$ cat src/rtl/uart_rx_frame_if.sv
// Handshake/bus bundle between the UART start detector, the frame receiver and the byte consumer.
// master drives line/tick/ready; slave (the receiver) returns the byte and status.
interface uart_rx_frame_if #(
  parameter int DATA_BITS = 8
);
  logic                 sample_tick;
  logic                 start_det;
  logic                 rx;
  logic                 data_ready;
  logic [DATA_BITS-1:0] data;
  logic                 data_valid;
  logic                 frame_err;
  logic                 parity_err;
  logic                 overrun;
  logic                 busy;

  modport master (
    output sample_tick, start_det, rx, data_ready,
    input  data, data_valid, frame_err, parity_err, overrun, busy
  );

  modport slave (
    input  sample_tick, start_det, rx, data_ready,
    output data, data_valid, frame_err, parity_err, overrun, busy
  );
endinterface

$ cat src/rtl/uart_rx_frame.sv
// UART receive framer: samples data/stop bits at bit centres after start_det and presents the byte via valid/ready.
// Optional parity bit enabled by defining UART_RX_PARITY_EN.
module uart_rx_frame #(
  parameter int SAMPLE_RATE = 16,
  parameter int DATA_BITS   = 8,
  parameter int PARITY_ODD  = 0
) (
  input logic            i_clk,
  input logic            i_rst_n,
  uart_rx_frame_if.slave bus
);
  localparam int TW = $clog2(SAMPLE_RATE);
  localparam int BW = $clog2(DATA_BITS + 1);
  localparam logic [TW-1:0] TICK_LAST = TW'(SAMPLE_RATE - 1);
  localparam logic [BW-1:0] BIT_LAST  = BW'(DATA_BITS - 1);

  if (SAMPLE_RATE < 4 || DATA_BITS < 5 || DATA_BITS > 9 || PARITY_ODD < 0 || PARITY_ODD > 1) begin : g_param_err
    $error("uart_rx_frame: illegal parameter value");
  end

  typedef enum logic [1:0] {
    S_IDLE   = 2'd0,
    S_DATA   = 2'd1,
`ifdef UART_RX_PARITY_EN
    S_PARITY = 2'd2,
`endif
    S_STOP   = 2'd3
  } state_t;

  state_t               r_state;
  logic [TW-1:0]        r_tick_cnt;
  logic [BW-1:0]        r_bit_cnt;
  logic [DATA_BITS-1:0] r_shift;
  logic [DATA_BITS-1:0] r_data;
  logic                 r_data_valid;
  logic                 r_frame_err;
  logic                 r_overrun;
  logic                 r_busy;
`ifdef UART_RX_PARITY_EN
  logic                 r_par_pend;
  logic                 r_parity_err;
`endif

  logic w_sample;
  logic w_accept;
  logic w_load;

  assign w_sample = bus.sample_tick && (r_tick_cnt == TICK_LAST);
  assign w_accept = r_data_valid && bus.data_ready;
  // A finished frame may replace the held byte only if it is gone or leaving this very edge.
  assign w_load   = !r_data_valid || bus.data_ready;

  // Frame sequencing, bit sampling and output holding registers.
  always_ff @(posedge i_clk or negedge i_rst_n) begin
    if (!i_rst_n) begin
      r_state      <= S_IDLE;
      r_tick_cnt   <= '0;
      r_bit_cnt    <= '0;
      r_shift      <= '0;
      r_data       <= '0;
      r_data_valid <= 1'b0;
      r_frame_err  <= 1'b0;
      r_overrun    <= 1'b0;
      r_busy       <= 1'b0;
`ifdef UART_RX_PARITY_EN
      r_par_pend   <= 1'b0;
      r_parity_err <= 1'b0;
`endif
    end else begin
      if (w_accept) begin
        r_data_valid <= 1'b0;
        r_overrun    <= 1'b0;
      end
      if (bus.sample_tick && (r_state != S_IDLE)) begin
        r_tick_cnt <= (r_tick_cnt == TICK_LAST) ? '0 : r_tick_cnt + TW'(1);
      end
      case (r_state)
        S_IDLE: begin
          if (bus.start_det) begin
            r_state    <= S_DATA;
            r_tick_cnt <= '0;
            r_bit_cnt  <= '0;
            r_busy     <= 1'b1;
`ifdef UART_RX_PARITY_EN
            r_par_pend <= 1'b0;
`endif
          end
        end
        S_DATA: begin
          if (w_sample) begin
            r_shift <= {bus.rx, r_shift[DATA_BITS-1:1]};
            if (r_bit_cnt == BIT_LAST) begin
`ifdef UART_RX_PARITY_EN
              r_state <= S_PARITY;
`else
              r_state <= S_STOP;
`endif
            end else begin
              r_bit_cnt <= r_bit_cnt + BW'(1);
            end
          end
        end
`ifdef UART_RX_PARITY_EN
        S_PARITY: begin
          if (w_sample) begin
            r_par_pend <= bus.rx != ((^r_shift) ^ (PARITY_ODD != 0));
            r_state    <= S_STOP;
          end
        end
`endif
        S_STOP: begin
          if (w_sample) begin
            r_state <= S_IDLE;
            r_busy  <= 1'b0;
            if (w_load) begin
              r_data       <= r_shift;
              r_frame_err  <= ~bus.rx;
              r_data_valid <= 1'b1;
`ifdef UART_RX_PARITY_EN
              r_parity_err <= r_par_pend;
`endif
            end else begin
              r_overrun <= 1'b1;
            end
          end
        end
        default: begin
          r_state <= S_IDLE;
          r_busy  <= 1'b0;
        end
      endcase
    end
  end

  assign bus.data       = r_data;
  assign bus.data_valid = r_data_valid;
  assign bus.frame_err  = r_frame_err;
  assign bus.overrun    = r_overrun;
  assign bus.busy       = r_busy;
`ifdef UART_RX_PARITY_EN
  assign bus.parity_err = r_parity_err;
`else
  assign bus.parity_err = 1'b0;
`endif
endmodule

$ cat src/flat_wrapper.sv
// flat-port wrapper written by rule: the top's interface ports become plain ports
module uart_rx_frame_flat 
#(
  parameter int SAMPLE_RATE = 16,
  parameter int DATA_BITS   = 8,
  parameter int PARITY_ODD  = 0
)
  (i_clk, i_rst_n, bus_sample_tick, bus_start_det, bus_rx, bus_data_ready, bus_data, bus_data_valid, bus_frame_err, bus_parity_err, bus_overrun, bus_busy);
  uart_rx_frame_if #(.DATA_BITS(DATA_BITS)) bus_i ();
  input logic i_clk;
  input logic i_rst_n;
  input wire logic [$bits(bus_i.sample_tick)-1:0] bus_sample_tick;
  input wire logic [$bits(bus_i.start_det)-1:0] bus_start_det;
  input wire logic [$bits(bus_i.rx)-1:0] bus_rx;
  input wire logic [$bits(bus_i.data_ready)-1:0] bus_data_ready;
  output wire logic [$bits(bus_i.data)-1:0] bus_data;
  output wire logic [$bits(bus_i.data_valid)-1:0] bus_data_valid;
  output wire logic [$bits(bus_i.frame_err)-1:0] bus_frame_err;
  output wire logic [$bits(bus_i.parity_err)-1:0] bus_parity_err;
  output wire logic [$bits(bus_i.overrun)-1:0] bus_overrun;
  output wire logic [$bits(bus_i.busy)-1:0] bus_busy;
  assign bus_i.sample_tick = bus_sample_tick;
  assign bus_i.start_det = bus_start_det;
  assign bus_i.rx = bus_rx;
  assign bus_i.data_ready = bus_data_ready;
  assign bus_data = bus_i.data;
  assign bus_data_valid = bus_i.data_valid;
  assign bus_frame_err = bus_i.frame_err;
  assign bus_parity_err = bus_i.parity_err;
  assign bus_overrun = bus_i.overrun;
  assign bus_busy = bus_i.busy;
  uart_rx_frame #(.SAMPLE_RATE(SAMPLE_RATE), .DATA_BITS(DATA_BITS), .PARITY_ODD(PARITY_ODD)) u_core (.i_clk(i_clk), .i_rst_n(i_rst_n), .bus(bus_i));
endmodule
$ cat config.mk
export PLATFORM = sky130hd
export DESIGN_NAME = uart_rx_frame_flat
export DESIGN_NICKNAME = d
export VERILOG_FILES = /design/src/rtl/uart_rx_frame_if.sv /design/src/rtl/uart_rx_frame.sv /design/src/flat_wrapper.sv
export SDC_FILE = /design/constraint.sdc
export NUM_CORES = 1
export LEC_CHECK = 0
export BUFFER_PORTS_ARGS = -buffer_cell sky130_fd_sc_hd__buf_2
export CAP_MARGIN = 30
export CORE_UTILIZATION = 49
export DETAILED_ROUTE_END_ITERATION = 6
export PLACE_DENSITY = 0.75
export SLEW_MARGIN = 20
export SYNTH_ARGS = -nofsm -noshare
export SYNTH_HDL_FRONTEND = slang
export SYNTH_SLANG_ARGS = --single-unit
$ cat constraint.sdc
create_clock -name i_clk -period 4.58 [get_ports i_clk]
set_input_delay 0.229 -clock i_clk [delete_from_list [all_inputs] [get_ports i_clk]]
set_output_delay 0.229 -clock i_clk [all_outputs]
set_load 0.01 [all_outputs]
==> reports/metrics.yaml, run 1 <==
fp.dieH_um: 54.7
hpwl_um: 1600
clockBufferDepth: 2
path_cells: "ha_1 -> and4_4 -> nand3_4 -> a21oi_4 -> mux2_2"
vias: 910
powerDensity_nw_per_um2: 393
yosysSeqAreaShare_pct: 55.2
drt_first_pass_iters: 4
fin_crit_ns: 1.85
wl_per_cell_um: 13.8
syn_area_sq_um: 1360
route.met2.wl_um: 1060
timing.final.crit_share_pct: 40.4
clk_transition_reported_paths_ns: 0.09
grt_overflow: 0
ys_types: 31
syn_inst: 109
hold_violations: 0
die_w_um: 54.7
layout_commonest_cell: "dfrtp_1"
slowest_stage: "dfrtp_1"
cp_max_fo: 9
synthAdderAreaFrac_pct: 1.84
drtAntennaViolNets: 0
hold_path.class: "in2reg"
post_dp_cell_area_sq_um: 1460
synth_top_family_by_area: "multiplexers"
crit_type: "reg2reg"
syn_area_per_cell_sq_um: 12.5
status: "finished, final reports clean"
p_leak_nw: 0.747
gp_congestion: 0.739
wl_met3_um: 97
design_area_sq_um: 1550
grt_max_degree: 31
io-pin-count: 19
synth-seq-cells: 30
diodes: 0
yosys.area_share.simple_pct: 11.4
vdd_drop_max_v: 0.000262
cp.arrival_ns: 2.06
dp_worst_setup_slack_ns: 2.74
fin_worst_skew_ns: 0.00968
final_cell_mix: "dfrtp_1, buf_2, mux2_2"
endpoint_kind: "flip-flop"
final_nets: 139
p_seq_share_pct: 53.5
sw_frac_of_total_pct: 25.2
coreArea_sq_um: 2540
crit_path_max_incr_delay_ns: 0.42
topRoutingLayerUsed: "met4"
wl_met1_um: 998
grt_pass1_wl_um: 3620
port_buffers: 17
cts_max_level: 2
crit_required_ns: 4.79
r2r_slack_ns: 2.73
drt_first_iter_violations: 8
synth_compound_area_share_pct: 12.9
worstSkewPairLatency_ns: 0.33
drc: 0
net-switching-power_uw: 154
synth.area.mux_share_pct: 14.7
synth_xor_xnor_area_share_pct: 0.644
numCtsBuffers: 5
fin_ws_ns: 2.73
worstMarginPinSlew_ns: 0.635
wl_um: 2220
cts.sinks: 30
crit_buf_inv: 0
die_area_sq_um: 2990
antenna_found_initial: 0
setup_violations: 0
hold_ws_ns: 0.0920
finalSetupTns_ns: 0
maxCapViolCount: 0
syn_nets: 117
cts_tree: "yes"
start_util_pct: 53.4
syn_to_final_growth_pct: 14.1
cts-root-buf: "clkbuf_4"
p_clk_share_pct: 34.8
internal_power_uw: 456
crit_family: "flip-flops"
grt_pass1_vias: 844
drv_slew: 0
fmax_ghz: 0.541
grt_util_all_layers_pct: 18.4
start_kind: "flip-flop"
ctsResizeCount: 0
ys_warn_count: 0
power.share.combinational_pct: 11.8
drive_above_1_share_pct: 35.1
relSlewSlack_pct: 57.7
via_per_inst: 5.65
rsz0062_at_grt: "no"
fp-row-count: 18
## flip-flops by register name, summed over array words and instances (netlist names)
signal                 flops
u_core.bus.busy            1
u_core.r_state             2
u_core.r_shift             8
u_core.bus.frame_err       1
u_core.r_bit_cnt           4
u_core.bus.data_valid      1
u_core.bus.overrun         1
u_core.r_tick_cnt          4
u_core.bus.data            8
## per-stage QoR
step | util [%] | power [mW] | cells
after floorplan | - | 0.377 | 109
after global placement | 57.4 | 0.397 | 153
after detailed placement | 57.4 | 0.403 | 153
after CTS | 61.0 | 0.618 | 161
after global routing | 61.0 | 0.640 | 161
final | 61.0 | 0.610 | 161
## routing by layer
layer	GRT usage (%)	vias to the layer above
li1	-	437
met1	21.1	445
met2	28.9	20
met3	5.83	8
met4	12.8	0
met5	0	-
## cells in the mapped netlist
| library cell | n | area (sq um) |
|---|---|---|
| nor2_4 | 1 | 11.3 |
| o211ai_4 | 1 | 21.3 |
| mux2i_1 | 2 | 20.0 |
| nand2b_1 | 1 | 6.26 |
| a21oi_1 | 8 | 40.0 |
| and4_4 | 1 | 11.3 |
| nand3_4 | 1 | 17.5 |
| nand4b_1 | 1 | 8.76 |
| a311oi_1 | 1 | 8.76 |
| o21ba_2 | 1 | 10.0 |
| xor2_1 | 1 | 8.76 |
| or4_1 | 1 | 7.51 |
| nor2_1 | 2 | 7.51 |
| o211ai_1 | 1 | 7.51 |
| a41oi_1 | 1 | 8.76 |
| ha_1 | 2 | 25.0 |
| a32o_1 | 1 | 10.0 |
| and2_1 | 2 | 12.5 |
| a21o_1 | 1 | 7.51 |
| or3_1 | 3 | 18.8 |
| nand2_1 | 6 | 22.5 |
| nand3_1 | 2 | 10.0 |
| nand3b_1 | 2 | 15.0 |
| dfrtp_1 | 30 | 751 |
| nand4_1 | 1 | 6.26 |
| conb_1 | 1 | 3.75 |
| buf_4 | 3 | 22.5 |
| o21ai_0 | 9 | 45.0 |
| a21oi_4 | 1 | 16.3 |
| mux2_2 | 16 | 180 |
| inv_1 | 5 | 18.8 |
## cells by family (layout without fill, tap and decap cells)
logic type	after synthesis	count (layout)
DFF	30	30
AOI/OAI and AO/OA	25	25
and+or+nand+nor	24	24
muxes	18	18
buffers and inverters	8	30
adders and majority gates	2	2
other	1	1
xor gates and xnor gates	1	1
## worst paths after layout
path                                 startpoint              endpoint  depth (start not counted)
min in group asynchronous               i_rst_n     u_core.r_state[1]                          2
hold / removal                           bus_rx  u_core.bus.frame_err                          2
setup / recovery           u_core.r_tick_cnt[0]    u_core.bus.data[0]                          5
setup reg to reg           u_core.r_tick_cnt[0]    u_core.bus.data[0]                          5
max in group asynchronous               i_rst_n    u_core.bus.overrun                          2
hold reg to reg              u_core.bus.data[3]    u_core.bus.data[3]                          1
## power by group through the flow
stage               Combinational, mW  Sequential (mW)  Clock, mW
floorplan                      0.0548            0.323          0
global placement               0.0695            0.328          0
detailed placement             0.0724            0.331          0
CTS                            0.0737            0.325      0.219
global route                   0.0811            0.330      0.229
finish                         0.0719            0.326      0.212
## layout make-up
type,count,area (sq um)
fillers,220,993
flip-flops and latches,30,751
multi-input cells,71,568
repair buffers,18,95.1
clock buffers,6,51.3
well taps,30,37.5
clock inverters,1,30.0
inverters,5,18.8
## worst register-to-register path, stage by stage (launching register included)
cell     delay [ns]
dfrtp_1        0.42
ha_1           0.26
and4_4         0.29
nand3_4        0.09
a21oi_4        0.29
mux2_2         0.38
## timing repair
item,4_1_cts,5_1_grt
endpoints found under the hold margin,30,0
hold buffers,1,0
buffers inserted,0,0
Note: power is estimated with default switching activity, not from simulation.
==> run 2: changes to the inputs <==
--- a/config.mk
+++ b/config.mk
@@ -9,7 +9,7 @@
 export CAP_MARGIN = 30
 export CORE_UTILIZATION = 49
 export DETAILED_ROUTE_END_ITERATION = 6
-export PLACE_DENSITY = 0.75
+export PLACE_DENSITY = 0.78
 export SLEW_MARGIN = 20
 export SYNTH_ARGS = -nofsm -noshare
 export SYNTH_HDL_FRONTEND = slang
==> constraint.sdc (replaced) <==
create_clock -name i_clk -period 1.5 [get_ports i_clk]
set_input_delay 0.075 -clock i_clk [delete_from_list [all_inputs] [get_ports i_clk]]
set_output_delay 0.075 -clock i_clk [all_outputs]
set_load 0.01 [all_outputs]
==> run 2 against run 1 <==
Against the previous run: critical path type unchanged; count of clock-buffer cells in the layout is the same; final area increased by 21%; the flow now finishes with violations (negative setup slack); worst setup slack got worse by 2.8 ns; clock skew rose by 0.00054 ns; largest power group unchanged; critical endpoint is now u_core.bus.data[5]; wire length is 47% higher; highest routed layer unchanged; first-iteration DRC count rose to 3.1 times the previous value; non-clock buffer count increased by 23.
==> reports/metrics.yaml, run 2 (synthesis gave the netlist of run 1 again) <==
gp_congestion: 0.904
clk_transition_reported_paths_ns: 0.10
endpoint_kind: "flip-flop"
start_kind: "flip-flop"
die_area_sq_um: 2990
grt_overflow: 0
worstSkewPairLatency_ns: 0.34
crit_buf_inv: 1
cts.sinks: 30
hpwl_um: 1830
hold_path.class: "in2reg"
rsz0062_at_grt: "yes"
fp.dieH_um: 54.7
drive_above_1_share_pct: 47.1
crit_path_max_incr_delay_ns: 0.41
layout_commonest_cell: "dfrtp_1"
grt_pass1_vias: 1138
final_core_util_pct: 73.8
crit_family: "flip-flops"
path_cells: "ha_4 -> and4_4 -> nand3_4 -> a21oi_4 -> buf_6 -> mux2_4"
clockBufferDepth: 2
antenna_found_initial: 0
final_nets: 162
violations: "negative setup slack"
start_util_pct: 53.4
grt_max_degree: 31
setup_violations: 20
grt_pass1_wl_um: 5260
timing.final.crit_share_pct: 107
grt_util_all_layers_pct: 26.7
finalSetupTns_ns: -1.32
p_leak_nw: 0.903
vias: 1060
wl_per_cell_um: 17.6
fp-row-count: 18
power.total_mw: 2.29
relSlewSlack_pct: 56.9
diodes: 0
worstMarginPinSlew_ns: 0.646
drc: 0
crit_required_ns: 1.73
die_w_um: 54.7
fin_worst_skew_ns: 0.0102
cp_max_fo: 4
cts-root-buf: "clkbuf_4"
cp.arrival_ns: 1.84
numCtsBuffers: 5
wl_um: 3260
powerDensity_nw_per_um2: 1220
fmax_ghz: 0.620
via_per_inst: 5.73
coreArea_sq_um: 2540
vdd_drop_max_v: 0.00140
drt_first_pass_iters: 4
slowest_stage: "dfrtp_1"
io-pin-count: 19
drv_slew: 0
fin_ws_ns: -0.112
cts_tree: "yes"
maxCapViolCount: 0
cts_max_level: 2
final_cell_mix: "dfrtp_1, buf_2, mux2_4"
crit_type: "reg2reg"
port_buffers: 17
syn_to_final_growth_pct: 38.2
status: "finished with violations"
hold_violations: 0
drt_first_iter_violations: 25
drtAntennaViolNets: 0
fin_crit_ns: 1.61
run 2: cell types whose count changed in the layout (fill, tap and decap cells not counted), sizes merged:
cell / delta
bufinv: +1
buf: +21
dlygate4sd3: +2
run 2: cell type report:
class,count,area [sq um]
clock buffers,6,51.3
clock inverters,2,60.1
fillers,148,666
inverters,5,18.8
multi-input cells,71,657
flip-flops and latches,30,751
well taps,30,37.5
repair buffers,41,304
run 2: tightest hold or removal path: cells and delay by family:
| family | cells | cell delay [ns] |
|---|---|---|
| simple gates | 1 | 0.11 |
| buf+inv | 1 | 0.12 |
| compound gates | 1 | 0.09 |
run 2: final timing paths:
kind	start	end	slack [ns]	depth (start not counted)
worst max-delay path	u_core.r_tick_cnt[1]	u_core.bus.data[5]	-0.11	6
worst min-delay path	bus_start_det	u_core.r_tick_cnt[1]	0.13	3
worst max register to register	u_core.r_tick_cnt[1]	u_core.bus.data[5]	-0.11	6
worst min register to register	u_core.bus.data[4]	u_core.bus.data[4]	0.52	1
max in group asynchronous	i_rst_n	u_core.r_bit_cnt[3]	0.80	2
min in group asynchronous	i_rst_n	u_core.r_shift[7]	0.28	2
run 2: layer usage:
metal  vias to the layer above  global-route usage, %  share of wire, %
li1                        483                      -                 -
met1                       519                   31.7                42
met2                        44                   42.4                49
met3                        14                   9.17               6.3
met4                         0                   13.7               2.8
met5                         -                      0                 0
run 2: power breakdown:
group	leakage, nW	internal [mW]	switching (mW)	total, mW
logic	0.451	0.245	0.202	0.447
clock network	0.0585	0.565	0.293	0.858
registers	0.393	0.897	0.0889	0.986
run 2: metrics by stage:
step / setup slack, ns / cells / instance area, sq um / hold slack, ns
floorplan: -0.148 / 109 / 1390 / -0.221
global placement: -0.0919 / 169 / 1610 / 0.131
detailed placement: -0.177 / 169 / 1610 / 0.141
CTS: -0.0938 / 184 / 1850 / 0.0740
global route: -0.156 / 185 / 1880 / 0.151
finish: -0.112 / 185 / 1880 / 0.128
run 2: what timing repair did:
item / in CTS / in global routing
endpoints found under the hold margin: 34 / 0
pin swaps: 8 / 1
hold buffers: 3 / 0
endpoints found under the setup margin: 20 / 22
gates resized for setup: 13 / 5
buffers inserted: 4 / 1
